## src/rtl/serial_pkg.sv

```systemverilog
// Shared constants and types for the serial pattern transmitter.
// The LFSR constants are only consumed when SERIAL_PRBS_FILL_EN is defined.
package serial_pkg;

  localparam int DATA_W   = 8;
  localparam int BITCNT_W = 3;

  // Index of the last bit of a byte; reaching it ends the byte.
  localparam logic [BITCNT_W-1:0] BIT_LAST = 3'd7;

  typedef enum logic {
    IDLE  = 1'b0,
    SHIFT = 1'b1
  } state_t;

  // Fibonacci LFSR for idle fill, polynomial x^8+x^6+x^5+x^4+1.
  // The tap mask selects register bits 7,5,4,3 (exponent k maps to bit k-1).
  localparam logic [DATA_W-1:0] LFSR_SEED = 8'h01;
  localparam logic [DATA_W-1:0] LFSR_TAPS = 8'hB8;

endpackage

```

## src/rtl/serial_pattern_tx_byte_fifo.sv

```systemverilog
// byte_fifo: small synchronous FIFO with a combinational head (rdata).
// Push is ignored when full and pop is ignored when empty, so a push into an
// empty FIFO becomes poppable only on the following edge.
module byte_fifo
  import serial_pkg::*;
#(
  parameter int DEPTH = 4,
  parameter int CNT_W = $clog2(DEPTH) + 1
) (
  input  logic              clk,
  input  logic              clrn,
  input  logic              push,
  input  logic              pop,
  input  logic [DATA_W-1:0] wdata,
  output logic [DATA_W-1:0] rdata,
  output logic [CNT_W-1:0]  count,
  output logic              full,
  output logic              empty
);

  localparam int PTR_W = $clog2(DEPTH);

  logic [DATA_W-1:0] mem_q [DEPTH];
  logic [DATA_W-1:0] mem_d [DEPTH];
  logic [PTR_W-1:0]  wr_ptr_q, wr_ptr_d;
  logic [PTR_W-1:0]  rd_ptr_q, rd_ptr_d;
  logic [CNT_W-1:0]  count_q, count_d;
  logic              do_push, do_pop;

  assign full  = (count_q == CNT_W'(DEPTH));
  assign empty = (count_q == '0);
  assign count = count_q;
  assign rdata = mem_q[rd_ptr_q];

  // Next-state for storage, pointers (wrap naturally, DEPTH is a power of 2) and occupancy.
  always_comb begin
    do_push  = push && !full;
    do_pop   = pop && !empty;
    mem_d    = mem_q;
    wr_ptr_d = wr_ptr_q;
    rd_ptr_d = rd_ptr_q;
    count_d  = count_q;
    if (do_push) begin
      mem_d[wr_ptr_q] = wdata;
      wr_ptr_d        = wr_ptr_q + PTR_W'(1);
    end
    if (do_pop) begin
      rd_ptr_d = rd_ptr_q + PTR_W'(1);
    end
    if (do_push && !do_pop) begin
      count_d = count_q + CNT_W'(1);
    end else if (do_pop && !do_push) begin
      count_d = count_q - CNT_W'(1);
    end
  end

  // FIFO registers; reset empties the FIFO and clears stale contents.
  always_ff @(posedge clk or negedge clrn) begin
    if (!clrn) begin
      for (int i = 0; i < DEPTH; i++) begin
        mem_q[i] <= '0;
      end
      wr_ptr_q <= '0;
      rd_ptr_q <= '0;
      count_q  <= '0;
    end else begin
      mem_q    <= mem_d;
      wr_ptr_q <= wr_ptr_d;
      rd_ptr_q <= rd_ptr_d;
      count_q  <= count_d;
    end
  end

endmodule

```

## src/rtl/serial_pattern_tx.sv

```systemverilog
// serial_pattern_tx: buffers bytes in byte_fifo and shifts them out MSB-first
// on ds, one bit per enabled clock, with no gap between queued bytes.
// Optional macro SERIAL_PRBS_FILL_EN: drive ds from an LFSR while idle.
//
//   state | meaning
//   ------+---------------------------------------------------------------
//   IDLE  | shifter empty; ds is fill (0 or LFSR MSB), waiting for a byte
//   SHIFT | shifter holds a byte; ds = sh[7], bitcnt counts bits sent
module serial_pattern_tx
  import serial_pkg::*;
#(
  parameter int DEPTH = 4,
  parameter int CNT_W = 3
) (
  input  logic              clk,
  input  logic              clrn,
  input  logic [DATA_W-1:0] din,
  input  logic              din_valid,
  output logic              din_ready,
  input  logic              en,
  output logic              ds,
  output logic              ds_valid,
  output logic              busy,
  output logic [CNT_W-1:0]  fifo_cnt
);

  state_t                state_q, state_d;
  logic [DATA_W-1:0]     sh_q, sh_d;
  logic [BITCNT_W-1:0]   bitcnt_q, bitcnt_d;

  logic                  fifo_push;
  logic                  fifo_pop;
  logic [DATA_W-1:0]     fifo_rdata;
  logic                  fifo_full;
  logic                  fifo_empty;
  logic                  fill_bit;

  assign din_ready = !fifo_full;
  assign fifo_push = din_valid && din_ready;

  byte_fifo #(
    .DEPTH (DEPTH),
    .CNT_W (CNT_W)
  ) u_fifo (
    .clk   (clk),
    .clrn  (clrn),
    .push  (fifo_push),
    .pop   (fifo_pop),
    .wdata (din),
    .rdata (fifo_rdata),
    .count (fifo_cnt),
    .full  (fifo_full),
    .empty (fifo_empty)
  );

  // Shifter next-state: load from the FIFO head, shift, or chain into the next byte.
  always_comb begin
    state_d  = state_q;
    sh_d     = sh_q;
    bitcnt_d = bitcnt_q;
    fifo_pop = 1'b0;
    case (state_q)
      IDLE: begin
        if (en && !fifo_empty) begin
          fifo_pop = 1'b1;
          sh_d     = fifo_rdata;
          bitcnt_d = '0;
          state_d  = SHIFT;
        end
      end
      SHIFT: begin
        if (en) begin
          if (bitcnt_q != BIT_LAST) begin
            sh_d     = {sh_q[DATA_W-2:0], 1'b0};
            bitcnt_d = bitcnt_q + BITCNT_W'(1);
          end else if (!fifo_empty) begin
            // Reload on the last bit so consecutive bytes stream without a gap.
            fifo_pop = 1'b1;
            sh_d     = fifo_rdata;
            bitcnt_d = '0;
          end else begin
            sh_d     = '0;
            bitcnt_d = '0;
            state_d  = IDLE;
          end
        end
      end
      default: begin
        state_d = IDLE;
      end
    endcase
  end

  // Shifter state registers.
  always_ff @(posedge clk or negedge clrn) begin
    if (!clrn) begin
      state_q  <= IDLE;
      sh_q     <= '0;
      bitcnt_q <= '0;
    end else begin
      state_q  <= state_d;
      sh_q     <= sh_d;
      bitcnt_q <= bitcnt_d;
    end
  end

`ifdef SERIAL_PRBS_FILL_EN
  logic [DATA_W-1:0] lfsr_q, lfsr_d;

  // Idle fill LFSR: advances only on enabled IDLE cycles.
  always_comb begin
    lfsr_d = lfsr_q;
    if (state_q == IDLE && en) begin
      lfsr_d = {lfsr_q[DATA_W-2:0], ^(lfsr_q & LFSR_TAPS)};
    end
  end

  // LFSR register, reseeded on reset.
  always_ff @(posedge clk or negedge clrn) begin
    if (!clrn) begin
      lfsr_q <= LFSR_SEED;
    end else begin
      lfsr_q <= lfsr_d;
    end
  end

  assign fill_bit = lfsr_q[DATA_W-1];
`else
  assign fill_bit = 1'b0;
`endif

  // en=0 freezes the shifter, so ds keeps its value but is not marked valid.
  assign busy     = (state_q == SHIFT);
  assign ds       = busy ? sh_q[DATA_W-1] : fill_bit;
  assign ds_valid = busy && en;

endmodule

```

## config.mk

```make
export PLATFORM = sky130hd
export DESIGN_NAME = serial_pattern_tx
export DESIGN_NICKNAME = d
export VERILOG_FILES = /design/src/rtl/serial_pkg.sv /design/src/rtl/serial_pattern_tx_byte_fifo.sv /design/src/rtl/serial_pattern_tx.sv
export SDC_FILE = /design/constraint.sdc
export NUM_CORES = 1
export LEC_CHECK = 0
export BUFFER_PORTS_ARGS = -buffer_cell sky130_fd_sc_hd__buf_2
export CAP_MARGIN = 20
export CORE_ASPECT_RATIO = 0.75
export CORE_MARGIN = 5
export CORE_UTILIZATION = 50
export DETAILED_ROUTE_END_ITERATION = 8
export PLACE_DENSITY = 0.68
export SETUP_SLACK_MARGIN = 0.1
export SYNTH_ARGS = -nofsm -noshare
export SYNTH_HDL_FRONTEND = slang
export SYNTH_SLANG_ARGS = --single-unit
export TNS_END_PERCENT = 1
```

## constraint.sdc

```tcl
create_clock -name clk -period 6 [get_ports clk]
set_input_delay 0.3 -clock clk [delete_from_list [all_inputs] [get_ports clk]]
set_output_delay 0.3 -clock clk [all_outputs]
set_load 0.05 [all_outputs]
```

==> results of run 1 <==
[worst max-delay path: cells and delay by family, from the launching register on]
family	cells	cell delay (ns)
buffers and inverters	1	0.06
adder cells (fa/ha/maj)	4	0.99
XOR/XNOR	2	0.34
AND/OR/NAND/NOR	3	0.65
flip-flops	1	0.41
[sequential cells by signal, summed over array words and instances (netlist names)]
signal and flops:
bitcnt_q 3, busy 1, sh_q 8, u_fifo.count 3, u_fifo.mem_q 32, u_fifo.rd_ptr_q 2
u_fifo.wr_ptr_q 2
[path summary, 6_finish.rpt]
kind / startpoint / end / slack (ns) / cells after the start
worst max-delay path: bitcnt_q[0]$_DFFE_PN0P_ / u_fifo.count[2]$_DFFE_PN0P_ / 3.49 / 10
worst min-delay path: din[3] / u_fifo.mem_q[11]$_DFFE_PN0P_ / 0.27 / 2
worst max register to register: bitcnt_q[0]$_DFFE_PN0P_ / u_fifo.count[2]$_DFFE_PN0P_ / 3.49 / 10
worst min register to register: u_fifo.mem_q[11]$_DFFE_PN0P_ / u_fifo.mem_q[11]$_DFFE_PN0P_ / 0.51 / 1
max in group asynchronous: clrn / u_fifo.mem_q[13]$_DFFE_PN0P_ / 5.12 / 3
min in group asynchronous: clrn / u_fifo.mem_q[5]$_DFFE_PN0P_ / 0.39 / 2
[power by group through the flow]
stage | clock, uW | sequential [uW] | combinational [uW]
finish | 203 | 646 | 564
global route | 218 | 673 | 615
CTS | 208 | 648 | 569
detailed placement | 0 | 655 | 568
global placement | 0 | 633 | 541
floorplan | 0 | 628 | 448
[per-layer routing]
| layer | global-route usage (%) | wire length [um] | up-vias |
|---|---|---|---|
| met2 | 25.3 | 2200 | 16 |
| met5 | 0 | 0 | - |
| met3 | 3.97 | 150 | 6 |
| met4 | 5.12 | 55 | 0 |
| met1 | 19.7 | 2070 | 718 |
| li1 | - | - | 647 |
[timing repair]
item,CTS,global route
hold buffers,0,1
buffers inserted,0,0
endpoints found under the hold margin,0,8
setup endpoints to repair,0,0
resized for setup,0,0
[kinds of logic (layout without fill, tap and decap cells)]
group | count (synthesis) | after routing | synth area share (%)
AO/OA/AOI/OAI | 14 | 14 | 5.47
XOR/XNOR | 6 | 6 | 2.19
adder cells (fa/ha/maj) | 8 | 8 | 4.48
buffers and inverters | 11 | 32 | 2.24
flip-flops | 51 | 51 | 53.2
multiplexers | 42 | 42 | 23.4
AND/OR/NAND/NOR | 36 | 36 | 9.02
[cell usage after synthesis (2+ instances only)]
cell,n
a22o_1,2
mux2_2,32
nand3_1,8
and2_1,2
a21o_1,2
clkbuf_1,4
xor2_1,2
inv_1,4
nand3_4,4
xnor2_1,4
mux2_1,2
mux4_2,8
dfrtp_1,51
ha_1,7
o211ai_1,7
nand2_1,17
[metrics by stage]
stage	total power, uW	instances	setup WS, ns
floorplan	1080	168	3.50
global route	1510	246	3.31
global placement	1170	236	3.67
CTS	1430	244	3.50
finish	1410	246	3.49
detailed placement	1220	236	3.52
[area by class of cell]
type                    count  area, sq um
clock buffers               7         86.3
clock inverters             1         8.76
fillers                   366         1900
inverters                   4         15.0
multi-input cells         106         1070
flip-flops and latches     51         1280
well taps                  57         71.3
repair buffers             20          120
==> impl_metrics.env, run 1 <==
export IMPL_outcome="finished clean"
export IMPL_combPwrFrac_pct=39.9
export IMPL_syn_cell_area_sq_um=2400
export IMPL_drtAntennaViolNets=0
export IMPL_hold_path_class="in2reg"
export IMPL_clk_pin_slew_worst_paths_ns=0.09
export IMPL_slowest_delay_ns=0.41
export IMPL_critPathKind="reg2reg"
export IMPL_die_y_um=70.0
export IMPL_grt_max_degree=52
export IMPL_grt_setup_unrepaired="false"
export IMPL_slew_viol_final=0
export IMPL_initial_utilization_pct=52.8
export IMPL_timing_critical_path_to_type="flop"
export IMPL_htreeDepth=2
export IMPL_crit_arrival_ns=2.72
export IMPL_fin_nets=208
export IMPL_fmax_ghz=0.399
export IMPL_setup_tns_ns=0
export IMPL_setup_viol_count_final=0
export IMPL_p_clk_share_pct=14.4
export IMPL_dp_hpwl_um=3250
export IMPL_dieArea_sq_um=6300
export IMPL_post_drt_wl_per_cell_um=18.2
export IMPL_tightest_slew_ns=0.884
export IMPL_io_buffers=18
export IMPL_pwr_share_seq_pct=45.7
export IMPL_grt_pass1_wl_um=7620
export IMPL_clock_sinks=51
export IMPL_synth_async_reset_ratio_pct=100
export IMPL_p_sw_share_pct=36.4
export IMPL_die_w_um=90.0
export IMPL_antenna_found_initial=0
export IMPL_yosysTopAreaCellShare_pct=53.2
export IMPL_ys_warn_count=0
export IMPL_min_period_over_period_pct=41.8
export IMPL_leakage_uw=0.00114
export IMPL_final_core_util_pct=58.3
export IMPL_synth_largest_area_cell="dfrtp_1"
export IMPL_p_int_uw=899
export IMPL_drive_gt1_share_pct=37.6
export IMPL_ys_seq_area_share_pct=53.2
export IMPL_grt_pass1_vias=1539
export IMPL_pin_count=19
export IMPL_n_antenna_cell=0
export IMPL_cp_data_required_time_ns=6.21
export IMPL_grt_overflow=0
export IMPL_avgSynthCellArea_sq_um=14.3
export IMPL_drt_pass1_iter_count=4
export IMPL_ys_top_cells_by_area="dfrtp_1 53%, mux2_2 15%, mux4_2 7.5%"
export IMPL_path_cells="ha_1 > ha_1 > nand2b_1 > nand2_1 > ha_1 > inv_1 > fa_1 > xor2_1 > nor2_1 > xor2_1"
export IMPL_synthFlopType="dfrtp_1"
export IMPL_numCtsBuffers=5
export IMPL_synthCells=168
export IMPL_design_area_sq_um=2650
export IMPL_p_per_area_nw_per_um2=533
export IMPL_vias=1387
export IMPL_num_rows=21
export IMPL_design_core_area_sq_um=4550
export IMPL_relSlewSlack_pct=40.9
export IMPL_finalHoldViolations=0
export IMPL_worstSkewPairLatency_ns=0.30
export IMPL_cts_tree="built"
export IMPL_skew_ns=0.00837
export IMPL_final_cell_mix="51 x dfrtp_1, 32 x mux2_2, 18 x buf_2"
export IMPL_drc=0
export IMPL_root_buffer="clkbuf_8"
export IMPL_clockBufferDepth=2
export IMPL_startpoint_type="flop"
export IMPL_layout_commonest_cell="dfrtp_1"
export IMPL_via_per_inst=5.64
export IMPL_grt_use_total_pct=15.3
export IMPL_ys_ff_latch=51
export IMPL_place_congestion=0.730
export IMPL_post_dp_cell_area_sq_um=2520
export IMPL_drt_iter0_drc=71
export IMPL_timing_hold_ws_ns=0.267
export IMPL_synth_edf_count=0
export IMPL_routed_wl_um=4480
export IMPL_ys_types=28
export IMPL_synth_nets=188
export IMPL_cp_max_fo=11
export IMPL_period_minus_slack_ns=2.51
export IMPL_slowest_stage="dfrtp_1"
export IMPL_p_sw_uw=514
export IMPL_cap_viol_max_count=0
export IMPL_path_common_cell="ha_1"
export IMPL_ir_worst_vdd_mv=0.213
export IMPL_area_growth_syn_to_layout_pct=10.3
(Power assumes the default switching activity.)
==> run 2, diff against run 1 <==
clock period = 2.6 ns   (was 6 ns; I/O delays follow)
==> run 2 against run 1 <==
- register-to-register slack worse by 3.1 ns
- sequential cell count did not move
- sequential share of layout area is 0.58 points lower
- highest routed layer unchanged
==> impl_metrics.env, run 2 (same netlist as run 1, synthesis figures left out) <==
export IMPL_area_growth_syn_to_layout_pct=11.7
export IMPL_finalHoldViolations=0
export IMPL_grt_max_degree=52
export IMPL_cp_data_required_time_ns=2.79
export IMPL_reg2regPathDepth=6
export IMPL_grt_pass1_vias=1461
export IMPL_outcome="finished clean"
export IMPL_layout_commonest_cell="dfrtp_1"
export IMPL_pin_count=19
export IMPL_n_antenna_cell=0
export IMPL_htreeDepth=2
export IMPL_cap_viol_max_count=0
export IMPL_die_w_um=90.0
export IMPL_reg2reg_from="u_fifo.count[0]$_DFFE_PN0P_"
export IMPL_drtAntennaViolNets=0
export IMPL_fill_cells=364
export IMPL_dieArea_sq_um=6300
export IMPL_timing_critical_path_to_type="flop"
export IMPL_drc=0
export IMPL_num_rows=21
export IMPL_path_cells="o31a_1 > nand2_1 > ha_1 > inv_1 > fa_1 > mux2_2"
export IMPL_clk_pin_slew_worst_paths_ns=0.09
export IMPL_root_buffer="clkbuf_8"
export IMPL_design_area_sq_um=2680
export IMPL_skew_ns=0.00454
export IMPL_clock_sinks=51
export IMPL_rrSetupSlack_ns=0.38
export IMPL_dp_hpwl_um=3170
export IMPL_grt_overflow=0
export IMPL_largestRegisters="u_fifo.mem_q x32, sh_q x8"
export IMPL_use_met2_pct=23.4
export IMPL_place_ws_ns=0.389
export IMPL_drt_pass1_iter_count=4
export IMPL_min_to="u_fifo.mem_q[4]$_DFFE_PN0P_"
export IMPL_via_per_inst=5.60
export IMPL_setup_viol_count_final=0
export IMPL_drt_iter0_drc=53
export IMPL_top_register="u_fifo.mem_q"
export IMPL_cts_tree="built"
export IMPL_whs_path_depth=2
export IMPL_final_cell_mix="51 x dfrtp_1, 32 x mux2_2, 18 x buf_2"
export IMPL_worst_slack_ns=0.379
export IMPL_die_y_um=70.0
export IMPL_vias=1389
export IMPL_grt_busiest_layer="met2"
export IMPL_slowest_stage="dfrtp_1"
export IMPL_grtUsageMet3_pct=3.43
export IMPL_reg2reg_to="u_fifo.count[1]$_DFFE_PN0P_"
export IMPL_largest_reg_flops=32
export IMPL_tightest_slew_ns=0.935
export IMPL_leakage_uw=0.00116
export IMPL_post_dp_cell_area_sq_um=2540
export IMPL_grt_use_met1_pct=21.1
export IMPL_routed_wl_um=4440
export IMPL_setup_tns_ns=0
export IMPL_cp_max_fo=11
export IMPL_hold_path_class="in2reg"
export IMPL_hp_start="din[4]"
export IMPL_grt_use_total_pct=14.8
export IMPL_period_minus_slack_ns=2.22
export IMPL_initial_utilization_pct=52.8
export IMPL_fmax_ghz=0.450
export IMPL_min_period_over_period_pct=85.4
export IMPL_antenna_found_initial=0
export IMPL_slowest_delay_ns=0.52
export IMPL_drive_gt1_share_pct=38.7
export IMPL_finalPower_uw=3340
export IMPL_numCtsBuffers=5
export IMPL_design_core_area_sq_um=4550
export IMPL_grt_pass1_wl_um=7450
export IMPL_relSlewSlack_pct=37.5
export IMPL_clockBufferDepth=2
export IMPL_slew_viol_final=0
export IMPL_io_buffers=18
export IMPL_ir_worst_vdd_mv=0.611
export IMPL_place_congestion=0.744
export IMPL_grt_setup_unrepaired="false"
export IMPL_cts_resized=0
export IMPL_cp_top_family="adder cells"
export IMPL_startpoint_type="flop"
export IMPL_crit_buf_inv=1
export IMPL_fin_nets=210
export IMPL_post_drt_wl_per_cell_um=17.9
export IMPL_worstSkewPairLatency_ns=0.30
export IMPL_p_per_area_nw_per_um2=1250
export IMPL_critPathKind="reg2reg"
export IMPL_crit_arrival_ns=2.41
run 2: cell types whose count changed in the layout (fill, tap and decap cells not counted):
cell and change:
clkbuf_1 -1, buf_4 +2, clkbuf_8 -1, bufinv_16 +1, clkinv_2 +1
run 2: worst max-delay path by stage:
stage | slack [ns] | cells past startpoint | to | from
after global placement | 0.47 | 10 | u_fifo.count[2]$_DFFE_PN0P_ | bitcnt_q[0]$_DFFE_PN0P_
after CTS | 0.37 | 6 | u_fifo.count[1]$_DFFE_PN0P_ | u_fifo.count[0]$_DFFE_PN0P_
after floorplan | 0.10 | 8 | u_fifo.count[1]$_DFFE_PN0P_ | u_fifo.count[2]$_DFFE_PN0P_
after detailed placement | 0.39 | 6 | u_fifo.count[1]$_DFFE_PN0P_ | u_fifo.count[0]$_DFFE_PN0P_
after global routing | 0.26 | 8 | u_fifo.count[2]$_DFFE_PN0P_ | u_fifo.count[0]$_DFFE_PN0P_
final | 0.38 | 6 | u_fifo.count[1]$_DFFE_PN0P_ | u_fifo.count[0]$_DFFE_PN0P_
run 2: report_power, final:
| part | internal, uW | switching, uW | total, uW | leakage [uW] |
|---|---|---|---|---|
| sequential | 1170 | 315 | 1490 | 0.000617 |
| clock | 287 | 262 | 549 | 0.0000581 |
| combinational | 693 | 609 | 1300 | 0.000485 |
run 2: what timing repair did:
action	4_1_cts	5_1_grt
hold buffers	0	1
setup buffers	0	0
hold endpoints to repair	0	9
run 2: cell type report:
cell class	instances	area, sq um	share of cell area [%]
clock inverters	3	43.8	1.63
inverters	4	15.0	0.560
clock buffers	5	68.8	2.57
well taps	57	71.3	2.66
repair buffers	22	135	5.04
flip-flops and latches	51	1280	47.6
multi-input cells	106	1070	39.9
run 2: metrics by stage:
| stage | utilization (%) | cells | hold slack [ns] |
|---|---|---|---|
| after floorplan | - | 168 | -0.166 |
| after global placement | 55.8 | 238 | 0.370 |
| after detailed placement | 55.8 | 238 | 0.407 |
| after CTS | 58.3 | 246 | 0.0874 |
| after global routing | 59.0 | 248 | 0.0990 |
| final | 59.0 | 248 | 0.0984 |
run 2: metal layers:
metal | share of wire (%) | vias up | wire, um
met1 | 47 | 721 | 2090
met4 | 0.43 | 0 | 19
met2 | 50 | 15 | 2210
met5 | 0 | - | 0
li1 | - | 651 | -
met3 | 2.6 | 2 | 115
